**src/rtl/axi_pkg.sv**
```systemverilog
// rtl/axi_pkg.sv - shared error-bit indices, W checker states and monitored AXI port structs
package axi_pkg;

  localparam int unsigned ErrWidth   = 5;
  localparam int unsigned ErrWLen    = 0;
  localparam int unsigned ErrWOrphan = 1;
  localparam int unsigned ErrBOrphan = 2;
  localparam int unsigned ErrROrphan = 3;
  localparam int unsigned ErrAwOvf   = 4;

  typedef enum logic {
    W_IDLE  = 1'b0,
    W_BURST = 1'b1
  } w_state_e;

  // Only the fields the monitor observes
  typedef struct packed {
    logic       aw_valid;
    logic [7:0] aw_len;
    logic       w_valid;
    logic       w_last;
    logic       b_ready;
    logic       ar_valid;
    logic       r_ready;
  } axi_req_t;

  typedef struct packed {
    logic aw_ready;
    logic w_ready;
    logic b_valid;
    logic ar_ready;
    logic r_valid;
    logic r_last;
  } axi_rsp_t;

endpackage

```
**src/rtl/fifo_v3.sv**
```systemverilog
// rtl/fifo_v3.sv - small FIFO with optional first-word fall-through
module fifo_v3 #(
  parameter bit          FALL_THROUGH = 1'b0,
  parameter int unsigned DATA_WIDTH   = 32,
  parameter int unsigned DEPTH        = 8
) (
  input  logic                  clk_i,
  input  logic                  rst_i,
  output logic                  full_o,
  output logic                  empty_o,
  input  logic [DATA_WIDTH-1:0] data_i,
  input  logic                  push_i,
  output logic [DATA_WIDTH-1:0] data_o,
  input  logic                  pop_i
);

  localparam int unsigned AddrW = (DEPTH > 1) ? $clog2(DEPTH) : 1;
  localparam int unsigned CntW  = $clog2(DEPTH + 1);

  logic [DATA_WIDTH-1:0] r_mem [DEPTH];
  logic [AddrW-1:0]      r_rd_ptr;
  logic [AddrW-1:0]      r_wr_ptr;
  logic [CntW-1:0]       r_cnt;
  logic                  w_is_empty;
  logic                  w_full;
  logic                  w_bypass;
  logic                  w_push;
  logic                  w_pop;

  function automatic logic [AddrW-1:0] ptr_inc(input logic [AddrW-1:0] p);
    return (p == AddrW'(DEPTH - 1)) ? '0 : p + AddrW'(1);
  endfunction

  // Status and read path; an entry pushed into an empty FIFO is visible and poppable at once
  always_comb begin
    w_is_empty = (r_cnt == '0);
    w_full     = (r_cnt == CntW'(DEPTH));
    w_bypass   = FALL_THROUGH & w_is_empty & push_i & pop_i;
    w_push     = push_i & ~w_full & ~w_bypass;
    w_pop      = pop_i & ~w_is_empty;
    full_o     = w_full;
    empty_o    = w_is_empty & ~(FALL_THROUGH & push_i);
    data_o     = (FALL_THROUGH && w_is_empty) ? data_i : r_mem[r_rd_ptr];
  end

  // Pointer and occupancy bookkeeping
  always_ff @(posedge clk_i) begin
    if (rst_i) begin
      r_rd_ptr <= '0;
      r_wr_ptr <= '0;
      r_cnt    <= '0;
    end else begin
      if (w_push) r_wr_ptr <= ptr_inc(r_wr_ptr);
      if (w_pop)  r_rd_ptr <= ptr_inc(r_rd_ptr);
      case ({w_push, w_pop})
        2'b10:   r_cnt <= r_cnt + CntW'(1);
        2'b01:   r_cnt <= r_cnt - CntW'(1);
        default: r_cnt <= r_cnt;
      endcase
    end
  end

  // Storage array, no reset needed
  always_ff @(posedge clk_i) begin
    if (w_push) r_mem[r_wr_ptr] <= data_i;
  end

endmodule

```
**src/rtl/axi_burst_monitor.sv**
```systemverilog
// rtl/axi_burst_monitor.sv - passive AXI4 tap: handshake statistics and burst-integrity flags
module axi_burst_monitor
  import axi_pkg::*;
#(
  parameter int unsigned MaxWrTxns = 8,
  parameter int unsigned CntWidth  = 32,
  parameter type         req_t     = axi_req_t,
  parameter type         resp_t    = axi_rsp_t
) (
  input  logic                clk_i,
  input  logic                rst_i,
  input  logic                clear_i,
  input  req_t                axi_req_i,
  input  resp_t               axi_rsp_i,
  output logic [CntWidth-1:0] aw_cnt_o,
  output logic [CntWidth-1:0] w_cnt_o,
  output logic [CntWidth-1:0] b_cnt_o,
  output logic [CntWidth-1:0] ar_cnt_o,
  output logic [CntWidth-1:0] r_cnt_o,
  output logic [CntWidth-1:0] wr_outstanding_o,
  output logic [CntWidth-1:0] rd_outstanding_o,
  output logic [ErrWidth-1:0] err_o,
  output logic                busy_o
);

  logic [CntWidth-1:0] r_aw_cnt, r_w_cnt, r_b_cnt, r_ar_cnt, r_r_cnt;
  logic [CntWidth-1:0] r_wr_out, r_rd_out;
  logic [ErrWidth-1:0] r_err;
  w_state_e            r_w_state;
  logic [7:0]          r_beat_idx;
  logic                r_busy;

  logic                w_aw_hs, w_w_hs, w_b_hs, w_ar_hs, w_r_hs, w_r_last_hs;
  logic                w_fifo_full, w_fifo_empty, w_fifo_pop;
  logic [7:0]          w_head_len;
  logic [ErrWidth-1:0] w_err_set;
  logic [CntWidth-1:0] w_wr_out_nxt, w_rd_out_nxt;
  logic                w_out_busy_nxt;
  logic                w_w_last;

  function automatic logic [CntWidth-1:0] sat_inc(input logic [CntWidth-1:0] v, input logic en);
    return (en && (v != '1)) ? v + CntWidth'(1) : v;
  endfunction

  // Pending AW lengths; fall-through lets a same-cycle AW serve the W beat that arrives with it
  fifo_v3 #(
    .FALL_THROUGH (1'b1),
    .DATA_WIDTH   (8),
    .DEPTH        (MaxWrTxns)
  ) u_len_fifo (
    .clk_i   (clk_i),
    .rst_i   (rst_i),
    .full_o  (w_fifo_full),
    .empty_o (w_fifo_empty),
    .data_i  (axi_req_i.aw_len),
    .push_i  (w_aw_hs),
    .data_o  (w_head_len),
    .pop_i   (w_fifo_pop)
  );

  // Handshake decode, error events and next outstanding counts
  always_comb begin
    w_aw_hs     = axi_req_i.aw_valid & axi_rsp_i.aw_ready;
    w_w_hs      = axi_req_i.w_valid  & axi_rsp_i.w_ready;
    w_b_hs      = axi_rsp_i.b_valid  & axi_req_i.b_ready;
    w_ar_hs     = axi_req_i.ar_valid & axi_rsp_i.ar_ready;
    w_r_hs      = axi_rsp_i.r_valid  & axi_req_i.r_ready;
    w_r_last_hs = w_r_hs & axi_rsp_i.r_last;
    w_w_last    = axi_req_i.w_last;
    w_fifo_pop  = w_w_hs & w_w_last & ~w_fifo_empty;

    // Beat index is 0 whenever idle, so one compare covers both states
    w_err_set             = '0;
    w_err_set[ErrAwOvf]   = w_aw_hs & w_fifo_full;
    w_err_set[ErrWOrphan] = w_w_hs & w_fifo_empty;
    w_err_set[ErrWLen]    = w_w_hs & ~w_fifo_empty &
                            (w_w_last ? (r_beat_idx != w_head_len) : (r_beat_idx == w_head_len));
    w_err_set[ErrBOrphan] = w_b_hs & ~w_aw_hs & (r_wr_out == '0);
    w_err_set[ErrROrphan] = w_r_hs & ~w_ar_hs & (r_rd_out == '0);

    w_wr_out_nxt = r_wr_out;
    case ({w_aw_hs, w_b_hs})
      2'b10:   w_wr_out_nxt = r_wr_out + CntWidth'(1);
      2'b01:   if (r_wr_out != '0) w_wr_out_nxt = r_wr_out - CntWidth'(1);
      default: w_wr_out_nxt = r_wr_out;
    endcase

    w_rd_out_nxt = r_rd_out;
    case ({w_ar_hs, w_r_last_hs})
      2'b10:   w_rd_out_nxt = r_rd_out + CntWidth'(1);
      2'b01:   if (r_rd_out != '0) w_rd_out_nxt = r_rd_out - CntWidth'(1);
      default: w_rd_out_nxt = r_rd_out;
    endcase

    w_out_busy_nxt = (w_wr_out_nxt != '0) | (w_rd_out_nxt != '0);
  end

  // Statistics, outstanding counters and sticky errors; clear wipes stats and errors only
  always_ff @(posedge clk_i) begin
    if (rst_i) begin
      r_aw_cnt <= '0;
      r_w_cnt  <= '0;
      r_b_cnt  <= '0;
      r_ar_cnt <= '0;
      r_r_cnt  <= '0;
      r_wr_out <= '0;
      r_rd_out <= '0;
      r_err    <= '0;
    end else begin
      r_wr_out <= w_wr_out_nxt;
      r_rd_out <= w_rd_out_nxt;
      if (clear_i) begin
        r_aw_cnt <= '0;
        r_w_cnt  <= '0;
        r_b_cnt  <= '0;
        r_ar_cnt <= '0;
        r_r_cnt  <= '0;
        r_err    <= '0;
      end else begin
        r_aw_cnt <= sat_inc(r_aw_cnt, w_aw_hs);
        r_w_cnt  <= sat_inc(r_w_cnt,  w_w_hs);
        r_b_cnt  <= sat_inc(r_b_cnt,  w_b_hs);
        r_ar_cnt <= sat_inc(r_ar_cnt, w_ar_hs);
        r_r_cnt  <= sat_inc(r_r_cnt,  w_r_hs);
        r_err    <= r_err | w_err_set;
      end
    end
  end

  // W burst tracker with registered busy flag
  always_ff @(posedge clk_i) begin
    if (rst_i) begin
      r_w_state  <= W_IDLE;
      r_beat_idx <= '0;
      r_busy     <= 1'b0;
    end else begin
      case (r_w_state)
        W_IDLE: begin
          if (w_w_hs & ~w_fifo_empty & ~w_w_last) begin
            r_w_state  <= W_BURST;
            r_beat_idx <= 8'd1;
            r_busy     <= 1'b1;
          end else begin
            r_busy     <= w_out_busy_nxt;
          end
        end
        W_BURST: begin
          if (w_w_hs & w_w_last) begin
            r_w_state  <= W_IDLE;
            r_beat_idx <= '0;
            r_busy     <= w_out_busy_nxt;
          end else begin
            if (w_w_hs && (r_beat_idx != 8'hff)) r_beat_idx <= r_beat_idx + 8'd1;
            r_busy     <= 1'b1;
          end
        end
        default: begin
          r_w_state  <= W_IDLE;
          r_beat_idx <= '0;
          r_busy     <= w_out_busy_nxt;
        end
      endcase
    end
  end

  assign aw_cnt_o         = r_aw_cnt;
  assign w_cnt_o          = r_w_cnt;
  assign b_cnt_o          = r_b_cnt;
  assign ar_cnt_o         = r_ar_cnt;
  assign r_cnt_o          = r_r_cnt;
  assign wr_outstanding_o = r_wr_out;
  assign rd_outstanding_o = r_rd_out;
  assign err_o            = r_err;
  assign busy_o           = r_busy;

endmodule

```
**config.mk**
```make
export PLATFORM = sky130hd
export DESIGN_NAME = axi_burst_monitor
export DESIGN_NICKNAME = d
export VERILOG_FILES = /design/src/rtl/axi_pkg.sv /design/src/rtl/fifo_v3.sv /design/src/rtl/axi_burst_monitor.sv
export SDC_FILE = /design/constraint.sdc
export NUM_CORES = 1
export LEC_CHECK = 0
export CAP_MARGIN = 20
export CORE_MARGIN = 2
export CORE_UTILIZATION = 55
export CTS_BUF_LIST = sky130_fd_sc_hd__clkbuf_4
export CTS_CLUSTER_SIZE = 28
export DETAILED_ROUTE_END_ITERATION = 10
export PLACE_DENSITY_LB_ADDON = 0.2
export SLEW_MARGIN = 20
export SYNTH_ARGS = -nofsm -noshare
export SYNTH_HDL_FRONTEND = slang
export SYNTH_HIERARCHICAL = 1
export SYNTH_SLANG_ARGS = --single-unit
export TNS_END_PERCENT = 20
```
**constraint.sdc**
```tcl
create_clock -name clk_i -period 4 [get_ports clk_i]
set_clock_uncertainty 0.1 [all_clocks]
set_input_delay 0.8 -clock clk_i [delete_from_list [all_inputs] [get_ports clk_i]]
set_output_delay 0.8 -clock clk_i [all_outputs]
set_load 0.03 [all_outputs]
```
# [Yosys cells after proc, flatten, opt, wreduce, memory -nomap -nowiden]
# Memories as Yosys holds them, arrays and structs flattened. A register that Yosys moved wholly into a read port is not among the register bits.
# Index checks and enable logic that the tools add are counted.
# Widths: inputs -> output; s select.
[op_classes] n_addsub=14 eq_ne=19 muxes=23 bitwise=33 n_reduce_logical=16
[ops] operator="$add 32x1->32 const B" count=7
[ops] operator="$ne 32x32->1 const B" count=5
[ops] operator="$pmux 32 s2" count=2
[ops] operator="$reduce_bool 32->1" count=4
[ops] operator="$logic_not 32->1" count=2
[ops] operator="$mux 32" count=2
[ops] operator="$sub 32x1->32 const B" count=2
[ops] operator="$mux 8" count=4
[ops] operator="$and 1x1->1" count=23
[ops] operator="$pmux 8 s2" count=1
[ops] operator="$mux 3" count=4
[ops] operator="$add 8x1->8 const B" count=1
[ops] operator="$eq 8x8->1" count=1
[ops] operator="$ne 8x8->1" count=1
[ops] operator="$ne 8x8->1 const B" count=1
[ops] operator="$not 1->1" count=8
[ops] operator="$pmux 4 s2" count=1
[ops] operator="$mux 1" count=7
[ops] operator="$add 3x1->3 const B" count=2
[ops] operator="$eq 2x1->1 const B" count=3
[ops] operator="$eq 2x2->1 const B" count=3
[ops] operator="$eq 3x3->1 const B" count=2
[ops] operator="$logic_and 1x1->1" count=6
[ops] operator="$or 5x5->5" count=1
[ops] operator="other kinds (11)" count=12
[word_totals] reg_bits=249 ram_bits=64 inputBits=23 out_inout_bits=230 wordCells=120 mem_count=1
[mem_list] name="u_len_fifo.r_mem" depth=8 word_bits=8 rd=1 rd_ports_with_merged_regs=1 wr=1 line="fifo_v3.sv:20" source="logic [DATA_WIDTH-1:0] r_mem [DEPTH];"

# [Depth between registers and ports, before layout]
[logic_depth] depth_word=10 mapped_depth=14

# [Modules after synthesis]
# Netlist, hierarchy kept.
[by_module_without_submodules] mod="axi_burst_monitor" instances=1 cells_each=1822 area_each_um2=13864.5
[by_module_without_submodules] mod="fifo_v3" instances=1 cells_each=189 area_each_um2=3170.5

# [Worst setup path after synthesis]
# No wires, ideal clock.
[synth_timing] path_type="in2reg" start="input port axi_req_i[13] (netlist bit)" end="register u_len_fifo.r_cnt[3]" setup_ns=0.121 arrival_ns=3.128 slack_ns=0.651 cell_stages=13 path_buffers=1 path_cell_list="nand2_1 inv_1 nor3_1 nor2_1 and2_1 nor2_1 o21ai_4 ha_1 clkbuf_1 nor4b_1 a41oi_1 o41ai_1 mux2_2"
[synth_between] elab_chain_cells=10 elab_cells_between_ends=15 classes_between="eq/ne (2); mux (1); bitwise (11); reduce/logical (1)"
[synth_rtl] item="from (decl)" line="axi_burst_monitor.sv:13" source="input req_t axi_req_i,"
[synth_rtl] item="$and 1x1->1 *" line="axi_burst_monitor.sv:63" source="w_aw_hs = axi_req_i.aw_valid & axi_rsp_i.aw_ready;"
[synth_rtl] item="net w_aw_hs" line="axi_burst_monitor.sv:33" source="logic w_aw_hs, w_w_hs, w_b_hs, w_ar_hs, w_r_hs, w_r_last_hs;"
[synth_rtl] item="$not 1->1 *" line="fifo_v3.sv:42" source="empty_o = w_is_empty & ~(FALL_THROUGH & push_i);"
[synth_rtl] item="$and 1x1->1 *" line="fifo_v3.sv:42"
[synth_rtl] item="net w_fifo_empty" line="axi_burst_monitor.sv:34" source="logic w_fifo_full, w_fifo_empty, w_fifo_pop;"
[synth_rtl] item="$not 1->1 *" line="axi_burst_monitor.sv:70" source="w_fifo_pop = w_w_hs & w_w_last & ~w_fifo_empty;"
[synth_rtl] item="$and 1x1->1 *" line="axi_burst_monitor.sv:70"
[synth_rtl] item="net w_fifo_pop" line="axi_burst_monitor.sv:34"
[synth_rtl] item="$and 1x1->1" line="fifo_v3.sv:38" source="w_bypass = FALL_THROUGH & w_is_empty & push_i & pop_i;"
[synth_rtl] item="$not 1->1" line="fifo_v3.sv:39" source="w_push = push_i & ~w_full & ~w_bypass;"
[synth_rtl] item="$and 1x1->1" line="fifo_v3.sv:39"
[synth_rtl] item="$eq 2x1->1 or $eq 2x2->1 (tied branches)" line="fifo_v3.sv:55" source="case ({w_push, w_pop})"
[synth_rtl] item="$pmux 4 s2 or $reduce_bool 2->1 (tied branches)"
[synth_rtl] item="to (signal assigned)" line="fifo_v3.sv:56" source="2'b10: r_cnt <= r_cnt + CntW'(1);"
[synth_rtl] item="to (signal assigned)" line="fifo_v3.sv:57" source="2'b01: r_cnt <= r_cnt - CntW'(1);"
[synth_rtl] item="to (signal assigned)" line="fifo_v3.sv:58" source="default: r_cnt <= r_cnt;"
[synth_rtl] item="to (decl)" line="fifo_v3.sv:23" source="logic [CntW-1:0] r_cnt;"
# The timed path passes the listed nets; every way through them passes the cells marked *.
# A chain may end at the register's enable or synchronous reset.

# [Worst setup path in the final report]
[layout_timing] start="register r_wr_out[3] (netlist: wr_outstanding_o[3])" end="register r_busy (netlist: busy_o)"
[layout_between] elab_chain_cells=7 elab_cells_between_ends=10 classes_between="add/sub (2); mux (5); bitwise (1); reduce/logical (2)"
[layout_rtl] item="from (decl)" line="axi_burst_monitor.sv:27" source="logic [CntWidth-1:0] r_wr_out, r_rd_out;"
[layout_rtl] item="from (signal assigned)" line="axi_burst_monitor.sv:110" source="r_wr_out <= w_wr_out_nxt;"
[layout_rtl] item="$sub 32x1->32 or $reduce_bool 32->1 (tied branches)" line="axi_burst_monitor.sv:84" source="2'b01: if (r_wr_out != '0) w_wr_out_nxt = r_wr_out - CntWidth'(1);"
[layout_rtl] item="$mux 32" line="axi_burst_monitor.sv:84"
[layout_rtl] item="$pmux 32 s2 *" line="axi_burst_monitor.sv:82" source="case ({w_aw_hs, w_b_hs})"
[layout_rtl] item="$reduce_bool 32->1 *" line="axi_burst_monitor.sv:95" source="w_out_busy_nxt = (w_wr_out_nxt != '0) | (w_rd_out_nxt != '0);"
[layout_rtl] item="$or 1x1->1 *" line="axi_burst_monitor.sv:95"
[layout_rtl] item="$mux 1, on equally long branches" line="axi_burst_monitor.sv:148, axi_burst_monitor.sv:139"
[layout_rtl] item="$pmux 1 s2 *" line="axi_burst_monitor.sv:137" source="case (r_w_state)"
[layout_rtl] item="to (signal assigned)" line="axi_burst_monitor.sv:144" source="r_busy <= w_out_busy_nxt;"
[layout_rtl] item="to (signal assigned)" line="axi_burst_monitor.sv:151" source="r_busy <= w_out_busy_nxt;"
[layout_rtl] item="to (signal assigned)" line="axi_burst_monitor.sv:160" source="r_busy <= w_out_busy_nxt;"
[layout_rtl] item="to (decl)" line="axi_burst_monitor.sv:31" source="logic r_busy;"
# Every way passes the cells marked *; elsewhere a longest branch is shown, timed or not.

==> flow_summary.json <==
{
  "hold_violations": 0,
  "r2r_setup_slack_ps": 180,
  "first_iter_violations": 1702,
  "period_needed_ps": 3820,
  "outcome": "complete, no violations",
  "cts_resized": 0,
  "critPathLaunch": "wr_outstanding_o[3]$_SDFF_PP0_",
  "vias": 17400,
  "cts_tree": "built",
  "gr-total-overflow": 0,
  "hold_path.class": "reg -> reg",
  "grt_max_degree": 89,
  "place_area_um2": 20700,
  "crit_path_max_fanout": 11,
  "synthCells": 2011,
  "syn2layout_area_growth_pct": 28.1,
  "cp.required_ps": 4410,
  "crit_type": "reg -> reg",
  "maxSlewHeadroom_pct": 35.6,
  "cp-start-kind": "register",
  "async_reset_ff_share_pct": 0,
  "cts_hold_buf": 0,
  "rsz0062_at_grt": "no",
  "drc_errors": 0,
  "path_clk_slew_ps": 70,
  "worstReg2RegEnd": "busy_o$_SDFF_PP0_",
  "cts_root_buf": "clkbuf_4",
  "htreeDepth": 3,
  "fp.dieW_um": 180,
  "clock-sinks": 316,
  "slew_violations": 0,
  "hold_depth": 2,
  "worst_pin_slew_ps": 966,
  "holdWs_ps": 391,
  "synth_edf_count": 64,
  "irDropWorstVdd_mv": 0.322,
  "routed_via_density": 6.17,
  "leakagePower_uw": 0.00775,
  "post-route-period-util_pct": 95.4,
  "reg2reg_depth": 10,
  "io_pins": 253,
  "core_um2": 30500,
  "final_area_um2": 21800,
  "syn_nets": 2055,
  "ys_seq_elements": 316,
  "synthFlopType": "dfxtp_1",
  "fp.dieH_um": 180,
  "crit_path_end_kind": "register",
  "place_congestion": 0.993,
  "synth_cell_types": 87,
  "max_freq_mhz": 262,
  "drive_gt1_share_pct": 14.0,
  "hold_start": "w_cnt_o[21]$_SDFFE_PP0P_",
  "placedCellCount": 2681,
  "antenna_found_initial": 1,
  "power-per-cell-area_nw_per_um2": 457,
  "worst_slack_ps": 183,
  "num_rows": 64,
  "finalNonFillerCells": 2829,
  "io_buffer_count": 252,
  "layout.nets": 2416,
  "ant_nets": 0,
  "dieArea_um2": 32400,
  "hold_end": "w_cnt_o[21]$_SDFFE_PP0P_",
  "postLayoutCoreUtil_pct": 71.5,
  "synthesis.area_um2": 17000,
  "grt_pass1_wl_um": 88200,
  "ctsLongestPathBuffers": 3,
  "maxCapViolations": 0,
  "yosysWarnings": 6,
  "avgSynthCellArea_um2": 8.47,
  "r2r_start": "wr_outstanding_o[3]$_SDFF_PP0_",
  "setup_viol_count_final": 0,
  "post_drt_wl_per_cell_um": 19.6,
  "pre_cts_slack_ps": -89.8,
  "clock_latency_ps": 730,
  "cts_inserted_buffers": 85,
  "yosysSeqAreaShare_pct": 40.9,
  "start_util_pct": 55.8,
  "grt_usage_pct": 33.0,
  "arrival_ps": 4220,
  "drt-total-wl_um": 55400,
  "post_cts_buffers": 0,
  "drtPass1Iterations": 6,
  "dp.final_hpwl_um": 39500,
  "grt_pass1_vias": 16700
}
==> power breakdown <==
part           leakage (µW)  internal, µW  total, µW  switching [µW]
Sequential          0.00261          3330       3470             132
Combinational       0.00450          1360       3610            2250
Clock              0.000634          1480       2900            1420
Total               0.00775          6180       9980            3800
==> Yosys cell counts (7+ instances only) <==
| library cell | number | area [µm²] |
|---|---|---|
| nor2_1 | 297 | 1110 |
| and3_1 | 38 | 238 |
| a21oi_1 | 76 | 380 |
| o31ai_1 | 8 | 60.1 |
| dfxtp_1 | 252 | 5040 |
| xnor2_1 | 51 | 447 |
| a221oi_1 | 9 | 78.8 |
| nor4_1 | 43 | 269 |
| mux2i_1 | 25 | 250 |
| ha_1 | 21 | 263 |
| a41oi_1 | 7 | 61.3 |
| a21o_1 | 8 | 60.1 |
| and4_1 | 29 | 254 |
| inv_1 | 45 | 169 |
| xor2_1 | 94 | 823 |
| o211ai_1 | 19 | 143 |
| nand2b_1 | 10 | 62.6 |
| clkbuf_1 | 106 | 398 |
| buf_2 | 10 | 50.1 |
| and2_1 | 20 | 125 |
| nand4_1 | 96 | 601 |
| edfxtp_1 | 64 | 1920 |
| a31oi_1 | 34 | 213 |
| or3_1 | 52 | 325 |
| nor2b_1 | 13 | 81.3 |
| or2_2 | 14 | 87.6 |
| or4_1 | 22 | 165 |
| nor3_1 | 56 | 280 |
| mux4_2 | 16 | 360 |
| nand2_1 | 162 | 608 |
| nand3_1 | 97 | 485 |
| o21ai_0 | 74 | 370 |
| a211oi_1 | 11 | 82.6 |
| o41ai_1 | 8 | 70.1 |
==> stage by stage <==
stage / power, µW / setup TNS [ps]
final: 9980 / 0
after global routing: 10400 / 0
after CTS: 9900 / 0
after detailed placement: 7000 / -89.8
after global placement: 7020 / -95.0
after floorplan: 5510 / 0
==> critical path, cell delays in order, from the launching register on <==
cell and delay, ps:
dfxtp_1 420, nor4_1 570, nand2_1 320, nor3_1 420, o211ai_1 280, and3_1 250, a2111oi_0 380, buf_4 180
nand4_1 130, nor4_1 390, a41oi_1 160
==> worst max-delay path by stage <==
| stage | slack [ps] | depth (start not counted) | to |
|---|---|---|---|
| 6_report | 180 | 10 | busy_o$_SDFF_PP0_ |
| 5_1_grt | 2 | 10 | busy_o$_SDFF_PP0_ |
| 4_1_cts | 330 | 10 | busy_o$_SDFF_PP0_ |
| 3_5_place_dp | -90 | 14 | busy_o$_SDFF_PP0_ |
| 3_3_place_gp | -100 | 14 | busy_o$_SDFF_PP0_ |
| 2_1_floorplan | 650 | 13 | u_len_fifo/r_cnt[3]$_SDFFE_PP0P_ |
==> kinds of logic after synthesis <==
| family | after synthesis | synth area share (%) |
|---|---|---|
| and+or+nand+nor | 983 | 29.4 |
| AOI/OAI and AO/OA | 324 | 12.6 |
| DFF | 316 | 40.9 |
| buffers and inverters | 175 | 4.10 |
| xor gates and xnor gates | 145 | 7.46 |
| muxes | 47 | 3.98 |
| adders and majority gates | 21 | 1.54 |
==> state kept, by name, indices dropped and copies added, names as in the netlist, 4 cells and up, named ones only <==
signal,cells
aw_cnt_o,32
u_len_fifo/r_cnt,4
r_beat_idx,8
w_cnt_o,32
err_o,5
wr_outstanding_o,32
rd_outstanding_o,32
r_cnt_o,32
u_len_fifo/r_mem,64
ar_cnt_o,32
b_cnt_o,32
==> routing by layer <==
layer | up-vias | share of wire, % | track usage, %
met5 | - | 0 | 0
met4 | 0 | 3.6 | 14.0
met3 | 154 | 11 | 9.91
met2 | 951 | 46 | 52.8
met1 | 8222 | 40 | 41.6
li1 | 8121 | - | -
==> final cells by class <==
cell class              instances  area, µm²
well taps                     396        495
clock inverters                31        209
multi-input cells            1520       9370
repair buffers                401       3720
flip-flops and latches        316       6970
diodes                          2       5.00
clock buffers                 115        863
fillers                      2427       8690
inverters                      48        180
==> placed cells by master, fill, tap and decap left out, types with 9 or more instances in the layout <==
cell type,n
a211oi_1,11
a21oi_1,76
a221oi_1,9
a31oi_1,34
and2_1,20
and3_1,38
and4_1,29
buf_4,142
clkbuf_4,115
clkdlybuf4s50_1,251
clkinv_1,17
dfxtp_1,252
edfxtp_1,64
ha_1,21
inv_1,45
mux2i_1,25
mux4_2,16
nand2_1,162
nand2b_1,10
nand3_1,97
nand4_1,96
nor2_1,297
nor2b_1,13
nor3_1,56
nor4_1,43
o211ai_1,19
o21ai_0,74
or2_2,14
or3_1,52
or4_1,22
xnor2_1,51
xor2_1,94
Note: power is estimated with default switching activity, not from simulation.
